<file path="config.mk">
export PLATFORM = sky130hd
export DESIGN_NAME = dot_product_ctrl
export DESIGN_NICKNAME = d
export VERILOG_FILES = /design/src/rtl/mm_pkg.sv /design/src/rtl/noOverflowMult.sv /design/src/rtl/dot_product_ctrl.sv
export SDC_FILE = /design/constraint.sdc
export NUM_CORES = 2
export LEC_CHECK = 0
export CORE_UTILIZATION = 61
export DETAILED_ROUTE_END_ITERATION = 10
export GPL_ROUTABILITY_DRIVEN = 0
export MAX_ROUTING_LAYER = met4
export PLACE_DENSITY = 0.89
export REMOVE_ABC_BUFFERS = 1
export SLEW_MARGIN = 40
export SYNTH_ARGS = -nofsm -noshare
export SYNTH_HDL_FRONTEND = slang
export SYNTH_SLANG_ARGS = --single-unit
</file>
<file path="constraint.sdc">
create_clock -name Clock -period 13 [get_ports Clock]
set_input_delay 2.6 -clock Clock [delete_from_list [all_inputs] [get_ports Clock]]
set_output_delay 2.6 -clock Clock [all_outputs]
set_load 0.03 [all_outputs]
</file>
<file path="src/rtl/mm_pkg.sv">
// Shared definitions for the matrix-multiply engine.
//   state_t     : dot-product controller FSM states
//   calc_w_len  : width needed to hold an element count 0..max_len
//   calc_w_acc  : accumulator width that cannot overflow at max_len
package mm_pkg;

    typedef enum logic [1:0] {
        IDLE  = 2'd0,
        FEED  = 2'd1,
        DRAIN = 2'd2,
        DONE  = 2'd3
    } state_t;

    function automatic int calc_w_len(input int max_len);
        return $clog2(max_len + 1);
    endfunction

    // Each product fits in w_a+w_b bits; summing up to 2**w_len of them
    // needs w_len extra bits.
    function automatic int calc_w_acc(input int w_a, input int w_b, input int w_len);
        return w_a + w_b + w_len;
    endfunction

endpackage

</file>
<file path="src/rtl/noOverflowMult.sv">
// Registered unsigned multiplier, one cycle of latency, full-width product.
// Ports:
//   Clock   in   sole clock
//   a       in   W_a  unsigned operand
//   b       in   W_b  unsigned operand
//   product out  W_a+W_b  a*b of the previous cycle
module noOverflowMult #(
    parameter int W_a = 32,
    parameter int W_b = 32
) (
    input  logic                 Clock,
    input  logic [W_a-1:0]       a,
    input  logic [W_b-1:0]       b,
    output logic [W_a+W_b-1:0]   product
);

    // Product register; operands widened first so no bits are lost.
    always_ff @(posedge Clock) begin
        product <= {{W_b{1'b0}}, a} * {{W_a{1'b0}}, b};
    end

endmodule

</file>
<file path="src/rtl/dot_product_ctrl.sv">
// Dot-product sequencer: accepts a job (start + length), pulls length
// operand pairs over a valid/ready stream, feeds them to a registered
// multiplier and accumulates the products without overflow. The sum is
// offered on a valid/ready result port.
// Ports:
//   Clock, Reset          clock and synchronous active-high reset
//   start, length         job request (sampled in IDLE only)
//   busy, err             not-idle flag; one-cycle reject pulse
//   in_valid/in_ready     operand pair handshake, in_a/in_b operands
//   result/result_valid/result_ready  dot product handshake
module dot_product_ctrl
    import mm_pkg::*;
#(
    parameter int W_a     = 32,
    parameter int W_b     = 32,
    parameter int MAX_LEN = 16,
    parameter int W_len   = calc_w_len(MAX_LEN),
    parameter int W_acc   = calc_w_acc(W_a, W_b, W_len)
) (
    input  logic              Clock,
    input  logic              Reset,
    input  logic              start,
    input  logic [W_len-1:0]  length,
    output logic              busy,
    output logic              err,
    input  logic              in_valid,
    output logic              in_ready,
    input  logic [W_a-1:0]    in_a,
    input  logic [W_b-1:0]    in_b,
    output logic [W_acc-1:0]  result,
    output logic              result_valid,
    input  logic              result_ready
);

    localparam logic [W_len-1:0] MAX_LEN_V = W_len'(MAX_LEN);
    localparam logic [W_len-1:0] ONE_V     = W_len'(1'b1);
    localparam logic [W_len-1:0] ZERO_V    = W_len'(1'b0);

    state_t                 state_r;
    state_t                 state_nxt;
    logic [W_len-1:0]       count_r;
    logic [W_len-1:0]       len_r;
    logic [W_acc-1:0]       acc_r;
    logic [W_acc-1:0]       acc_sum_s;
    logic [W_acc-1:0]       result_r;
    logic                   err_r;
    logic                   pvalid_r;
    logic                   in_ready_s;
    logic                   accept_s;
    logic                   last_s;
    logic                   job_take_s;
    logic [W_a+W_b-1:0]     product_s;

    noOverflowMult #(
        .W_a (W_a),
        .W_b (W_b)
    ) u_mult (
        .Clock   (Clock),
        .a       (in_a),
        .b       (in_b),
        .product (product_s)
    );

    // Handshake qualifiers; in_ready drops as soon as the job has all its pairs.
    always_comb begin
        in_ready_s = (state_r == FEED) && (count_r != len_r);
        accept_s   = in_valid && in_ready_s;
        last_s     = accept_s && ((count_r + ONE_V) == len_r);
        job_take_s = (state_r == IDLE) && start;
        // The product in flight this cycle belongs to the pair accepted last cycle.
        if (pvalid_r) begin
            acc_sum_s = acc_r + W_acc'(product_s);
        end else begin
            acc_sum_s = acc_r;
        end
    end

    // Next-state logic.
    always_comb begin
        state_nxt = state_r;
        case (state_r)
            IDLE: begin
                if (start && (length == ZERO_V)) begin
                    state_nxt = DONE;
                end else if (start && (length <= MAX_LEN_V)) begin
                    state_nxt = FEED;
                end else begin
                    state_nxt = IDLE;
                end
            end
            FEED: begin
                if (last_s) begin
                    state_nxt = DRAIN;
                end else begin
                    state_nxt = FEED;
                end
            end
            DRAIN: begin
                state_nxt = DONE;
            end
            DONE: begin
                if (result_ready) begin
                    state_nxt = IDLE;
                end else begin
                    state_nxt = DONE;
                end
            end
            default: begin
                state_nxt = IDLE;
            end
        endcase
    end

    // State register.
    always_ff @(posedge Clock) begin
        if (Reset) begin
            state_r <= IDLE;
        end else begin
            state_r <= state_nxt;
        end
    end

    // Counter, accumulator, product-valid flag, result and err registers.
    always_ff @(posedge Clock) begin
        if (Reset) begin
            count_r  <= ZERO_V;
            len_r    <= ZERO_V;
            acc_r    <= '0;
            result_r <= '0;
            err_r    <= 1'b0;
            pvalid_r <= 1'b0;
        end else begin
            err_r    <= job_take_s && (length > MAX_LEN_V);
            pvalid_r <= accept_s;
            if (job_take_s) begin
                count_r <= ZERO_V;
                len_r   <= length;
                acc_r   <= '0;
            end else begin
                if (accept_s) begin
                    count_r <= count_r + ONE_V;
                end else begin
                    count_r <= count_r;
                end
                acc_r <= acc_sum_s;
            end
            // DRAIN's final product must be included, hence acc_sum_s not acc_r.
            if (job_take_s && (length == ZERO_V)) begin
                result_r <= '0;
            end else if (state_r == DRAIN) begin
                result_r <= acc_sum_s;
            end else begin
                result_r <= result_r;
            end
        end
    end

    assign busy         = (state_r != IDLE);
    assign result_valid = (state_r == DONE);
    assign in_ready     = in_ready_s;
    assign err          = err_r;
    assign result       = result_r;

endmodule

</file>
After elaboration in Yosys (flattened, before gate mapping)
Index checks and enable logic that the tools add are counted.

Flip-flop bits (word level): 216. Input bits: 74. Output and inout port bits: 73. Word-level logic and storage cells: 37.

$add $sub $neg: 2. $mul: 1. $lt $le $gt $ge: 2. Equal/unequal tests: 5. Muxes and demuxes: 6. Reduce and logical (&&, ||, !) cells: 13.

Operators with widths (number): adder 69 x 64 -> 69 bit (1); two-way mux 69 bit (1); multiplier 32 x 32 -> 64 bit (1); logical AND 1 bit (8); one-hot mux 2 bit (4 select lines) (1); two-way mux 2 bit (3); adder 5 x 1 -> 5 bit (second input constant) (1); equality test 5 bit (1); > comparator 5 bit (second input constant) (1); less-or-equal comparator 5 bit (second input constant) (1); zero test 5 bit (1); != test 5 bit (1); equality test 2 bit (second input constant) (2); OR reduction 2 bit (2); equality test 2 x 1 -> 1 bit (second input constant) (1); zero test 2 bit (1); nonzero test 2 bit (1); two-way mux 1 bit (1).

Logic depth before layout (Yosys ltp)
Depth in word-level cells: 6. Gate-level depth with buffers: 28. Mapped depth without buffers: 26.

Modules after synthesis
A second synthesis with hierarchy kept.

Cells, all modules: 4939. Area, all modules: 44104.8 sq um.

Modules (own cells, without submodules): noOverflowMult (times used 1, cells each 3723, area an instance 34480.6 sq um, sequential area each 1281.2 sq um); dot_product_ctrl (times used 1, cells each 1216, area an instance 9624.2 sq um, sequential area each 3042.9 sq um).

Worst setup path before layout
Ideal clock, no wire load.

Path type: input -> register. From: input port in_b[17]. To: register u_mult.product[56]. Setup time: 0.127 ns. Data arrival time: 9.470 ns. Required time: 12.873 ns. Slack: 3.403 ns. Cell stages on the path: 26. Path buffers: 2. Path through: clkbuf_1 > and2_1 > fa_1 > inv_1 > fa_1 > inv_1 > fa_1 > inv_1 > fa_1 > inv_1 > fa_1 > fa_1 > fa_1 > fa_1 > ha_1 > clkbuf_1 > a21o_1 > a31o_2 > a221o_1 > a221o_1 > a21o_1 > a221oi_4 > o21ba_2 > o31ai_1 > a31oi_1 > xnor2_1.

Cells in the longest elaborated chain, start to end: 1.

Ends and longest elaborated chain: start, declared (line dot_product_ctrl.sv:29) `input logic [W_b-1:0] in_b,`; multiplier 32 x 32 -> 64 bit (line noOverflowMult.sv:19) `product <= {{W_b{1'b0}}, a} * {{W_a{1'b0}}, b};`; end signal, assigned (line noOverflowMult.sv:19); end, declared (line noOverflowMult.sv:14) `output logic [W_a+W_b-1:0] product`.

No other way between the ends. A chain may end at the register's enable or synchronous reset.

Worst setup path in the final report
From: input port in_a[17]. To: register u_mult.product[61].

Cells in the longest elaborated chain, start to end: 1.

Ends and longest elaborated chain: start, declared (line dot_product_ctrl.sv:28) `input logic [W_a-1:0] in_a,`; multiplier 32 x 32 -> 64 bit (line noOverflowMult.sv:19).

No other way between the ends.

==> results.md <==
Global route:
- The initial antenna violation count came to 1.
- The first-pass GRT wire length is 191,000 um.
- The number of global-route vias before repair is 37,800.
- The maximum number of pins on one net before global-route repair is 90.
- The total global routing overflow is 0.
- For this run, the total global-route usage over all layers was measured as 0.335.

Die:
- The region available for standard cell placement spans 0.0716 mm^2.
- Measured along the y axis, the die boundary spans 271 um.
- The initialized floorplan defines 98 standard-cell rows.
- The initial utilization of the core area, before any placement, comes to 0.618.
- The die outline area is 0.0737 mm^2.
- The horizontal die dimension is 271 um.
- The I/O pin total is 147.

STA:
- Measured against its own limit, the worst slew margin works out to 0.404.
- Setup repair after global routing left no endpoint under its margin.
- Summed over all failing endpoints, the final setup total negative slack is 0 ns.
- The highest achievable clock rate is 0.0934 GHz.
- For the final database, setup skew stands at 0.0331 ns.
- The final count of hold timing violations came to 0.
- Final hold analysis gives a worst-case slack of 0.459 ns.
- Setup violations remaining at the end of the flow were counted as 0.
- The actual slew at the worst max-slew pin is 0.892 ns.
- The minimum clock period after layout is 10.71 ns.
- The final worst-path cycle share is 0.824.
- The final count of pins violating max slew is 0.

Critical path:
- Traced cell by cell, the critical path runs through clkdlybuf4s50_1, buf_4, nand2_1, fa_1, fa_1, inv_1, fa_1, fa_1, fa_1, fa_1, fa_1, inv_1, fa_1, inv_1, ha_1, nand2_1, o21ai_0, nand2b_1, o22ai_1, a31o_2, a31oi_1, a41oi_1, or4_1, nand3_1.
- The cell repeated most along the worst path is sky130_fd_sc_hd__fa_1.
- The count of buffer and inverter cells on the critical path is 5.
- The kind of end point of the critical path is a flip-flop.
- On the critical path, the stage with the largest delay is an instance of sky130_fd_sc_hd__clkdlybuf4s50_1.
- For the worst setup path, the data arrival time is 11.14 ns.
- The kind of start point of the critical path is an input port.
- On the critical path the largest part of the delay comes from adder cells.
- The delay of the slowest cell on the worst path is 1.03 ns.
- The required time of the critical path is 13.43 ns.
- In this run the worst path has a maximum fanout of 19.
- The setup path with the least slack is of type input port to flip-flop.

Clock tree:
- Once the clock tree was built, the setup fixing pass inserted 0 buffers.
- The maximum count of clock buffers along a single path is 3.
- The number of levels the H-tree was split into is 1.
- The number of buffers inserted by hold repair at cts is 0.
- The clock sink count is 216.
- The clock tree from TritonCTS is done.
- After clock tree synthesis, the clock-pin slew on the worst setup and hold paths is 0.06 ns.
- The count of cells resized by post-cts repair is 0.
- The number of buffers created by CTS is 21.
- The tree is rooted in a sky130_fd_sc_hd__clkbuf_16.
- The insertion delay to the later sink of the worst-skew pair is 0.52 ns.

Detailed routing:
- The mean number of vias per cell is 5.94.
- The sum of routed wire length over all layers is 117,000 um.
- Summing over every cut layer, the via total after detailed routing is 34,900.
- The detailed router finished its first iteration with 3,186 violations.
- Dividing the detail-routed wire length by the instance count gives 19.8 um.
- The number of routed nets with antenna violations is 0.
- After detailed routing, the number of remaining DRC violations is 0.
- The total iterations of the first detailed-routing run is 6.

Final layout:
- The number of nets at the end of the flow is 6,217.
- The layout filler cell count is 5,396.
- The area of the multi-input gates is 0.0355 mm^2.
- The area growth from synthesis to layout is 6.07%.
- The fraction of layout cells with a size suffix above 1 is 0.0310.
- The filler-free cell count of the finished design is 5,884.
- The area of all sequential standard cells is 0.00433 mm^2.

Yosys:
- The synthesized netlist cell count is 4,981.
- The post-synthesis sequential area ratio is 0.0977.
- The most frequent cell after synthesis is sky130_fd_sc_hd__fa_1.
- For this run, the leading register cell type out of synthesis is sky130_fd_sc_hd__dfxtp_1.
- In the post-synthesis netlist, the biggest area contributors are sky130_fd_sc_hd__fa_1 41%, sky130_fd_sc_hd__dfxtp_1 9.8%, sky130_fd_sc_hd__ha_1 9.3%, sky130_fd_sc_hd__and2_1 8.9%, sky130_fd_sc_hd__inv_1 7.5%.
- In this run the mean area of a mapped cell was 8.89 um^2.
- The flip-flop and latch count after synthesis is 216.
- The number of enable-type register cells in the synthesized netlist is 0.
- The largest area contributor in the synthesized netlist is sky130_fd_sc_hd__fa_1.
- Of the post-synthesis cell area, the dominant cell type holds 0.406.
- The cell area after technology mapping is 0.0443 mm^2.
- The yosys synthesis warning count is 0.
- The number of distinct library cell variants in the gate-level netlist after synthesis is 78.
- Sorting the synthesized cells by how often they occur yields 897 x sky130_fd_sc_hd__fa_1, 888 x sky130_fd_sc_hd__inv_1, 627 x sky130_fd_sc_hd__and2_1.
- Counting flops with an async set or reset pin after synthesis yields a share of 0.

Placement:
- The placed wire-length estimate is 92,800 um.
- In this run, placement finished with an instance count of 5,845.
- The count of buffers from port buffering is 146.

Min path:
- The worst hold path belongs to the class flip-flop to flip-flop.

Status:
- The flow ran to the end, and the final reports show no timing, DRC or antenna violations.

Job:
- The tool flagged a number of max-cap violations equal to 0.
==> layer usage <==
layer  track usage  part of all wire  wire length, um
met5             -                 0                0
met4         0.177             0.064             7410
met3        0.0587             0.093            10800
met2         0.553              0.49            56800
met1         0.390              0.36            41500
==> sequential cells by signal, summed over array words and instances (netlist names) <==
name	flops
count_r	5
state_r	2
err	1
u_mult.product	64
pvalid_r	1
acc_r	69
result	69
len_r	5
==> path summary, 6_finish.rpt <==
check / startpoint / end / slack, ns / cells after the start
max: in_a[17] / u_mult.product[61] / 2.29 / 24
min reg2reg: result[38] / result[38] / 0.46 / 2
min: result[38] / result[38] / 0.46 / 2
max reg2reg: acc_r[6] / result[43] / 9.16 / 11
==> worst register-to-register path: stages (launching register included) <==
cell and delay, ns:
sky130_fd_sc_hd__dfxtp_1 0.32, sky130_fd_sc_hd__ha_1 0.37, sky130_fd_sc_hd__a211oi_1 0.32, sky130_fd_sc_hd__o21bai_2 0.13, sky130_fd_sc_hd__and3b_1 0.25, sky130_fd_sc_hd__o21ai_0 0.27, sky130_fd_sc_hd__a211oi_1 0.60, sky130_fd_sc_hd__a21oi_1 0.17
sky130_fd_sc_hd__o211ai_1 0.32, sky130_fd_sc_hd__nand2_1 0.12, sky130_fd_sc_hd__a311oi_1 0.68, sky130_fd_sc_hd__a21oi_1 0.15
==> cell families (layout without fill, tap and decap cells) <==
kind of cell	Yosys count	after routing	synth area share
buf+inv	1187	1139	0.101
fa+ha+maj	1225	1225	0.498
other cells	0	1	0
mux	49	49	0.0111
xor+xnor	120	120	0.0237
compound gates	612	612	0.0886
flops	216	216	0.0977
simple gates	1572	1572	0.180
==> cell type report <==
class | count | share of cell area
well taps | 950 | 0.0253
inverters | 888 | 0.0710
clock buffers | 27 | 0.0125
diodes | 1 | 0.0000533
multi-input cells | 3578 | 0.756
flip-flops and latches | 216 | 0.0921
clock inverters | 11 | 0.00266
repair buffers | 213 | 0.0403
==> metrics by stage <==
| stage | setup slack, ns | cell area [um^2] | util |
|---|---|---|---|
| 3_5_place_dp | 1.93 | 46300 | 0.646 |
| 5_1_grt | 1.98 | 47000 | 0.656 |
| 4_1_cts | 2.43 | 47000 | 0.656 |
| 6_report | 2.29 | 47000 | 0.656 |
| 3_3_place_gp | 1.82 | 46300 | 0.647 |
| 2_1_floorplan | 3.63 | 43200 | - |
==> cell usage in the layout (no fill, tap or decap), types with 5 or more instances in the layout <==
master / count
sky130_fd_sc_hd__fa_1: 897
sky130_fd_sc_hd__inv_1: 888
sky130_fd_sc_hd__and2_1: 627
sky130_fd_sc_hd__nand2_1: 543
sky130_fd_sc_hd__ha_1: 328
sky130_fd_sc_hd__dfxtp_1: 215
sky130_fd_sc_hd__a21oi_1: 199
sky130_fd_sc_hd__nor2_1: 195
sky130_fd_sc_hd__clkdlybuf4s50_1: 129
sky130_fd_sc_hd__o21ai_0: 113
sky130_fd_sc_hd__a21o_1: 91
sky130_fd_sc_hd__xnor2_1: 64
sky130_fd_sc_hd__buf_4: 64
sky130_fd_sc_hd__xor2_1: 56
sky130_fd_sc_hd__a211oi_1: 53
sky130_fd_sc_hd__mux2i_1: 48
sky130_fd_sc_hd__nand3_1: 43
sky130_fd_sc_hd__nand4_1: 36
sky130_fd_sc_hd__o21bai_1: 28
sky130_fd_sc_hd__a31oi_1: 26
sky130_fd_sc_hd__nor3_1: 23
sky130_fd_sc_hd__and3_1: 21
sky130_fd_sc_hd__clkbuf_16: 21
sky130_fd_sc_hd__nor2b_1: 19
sky130_fd_sc_hd__buf_2: 17
sky130_fd_sc_hd__o211ai_1: 15
sky130_fd_sc_hd__nand2b_1: 14
sky130_fd_sc_hd__o31ai_1: 7
sky130_fd_sc_hd__or2_2: 7
sky130_fd_sc_hd__or3_1: 7
sky130_fd_sc_hd__o21a_1: 6
sky130_fd_sc_hd__a311oi_1: 6
sky130_fd_sc_hd__or4_1: 6
sky130_fd_sc_hd__a221o_1: 5
sky130_fd_sc_hd__a31o_2: 5
sky130_fd_sc_hd__nor3b_1: 5
sky130_fd_sc_hd__nor4_1: 5
Power is not shown: default switching activity piles up to over one toggle a cycle in this logic, so the estimate is an artifact.
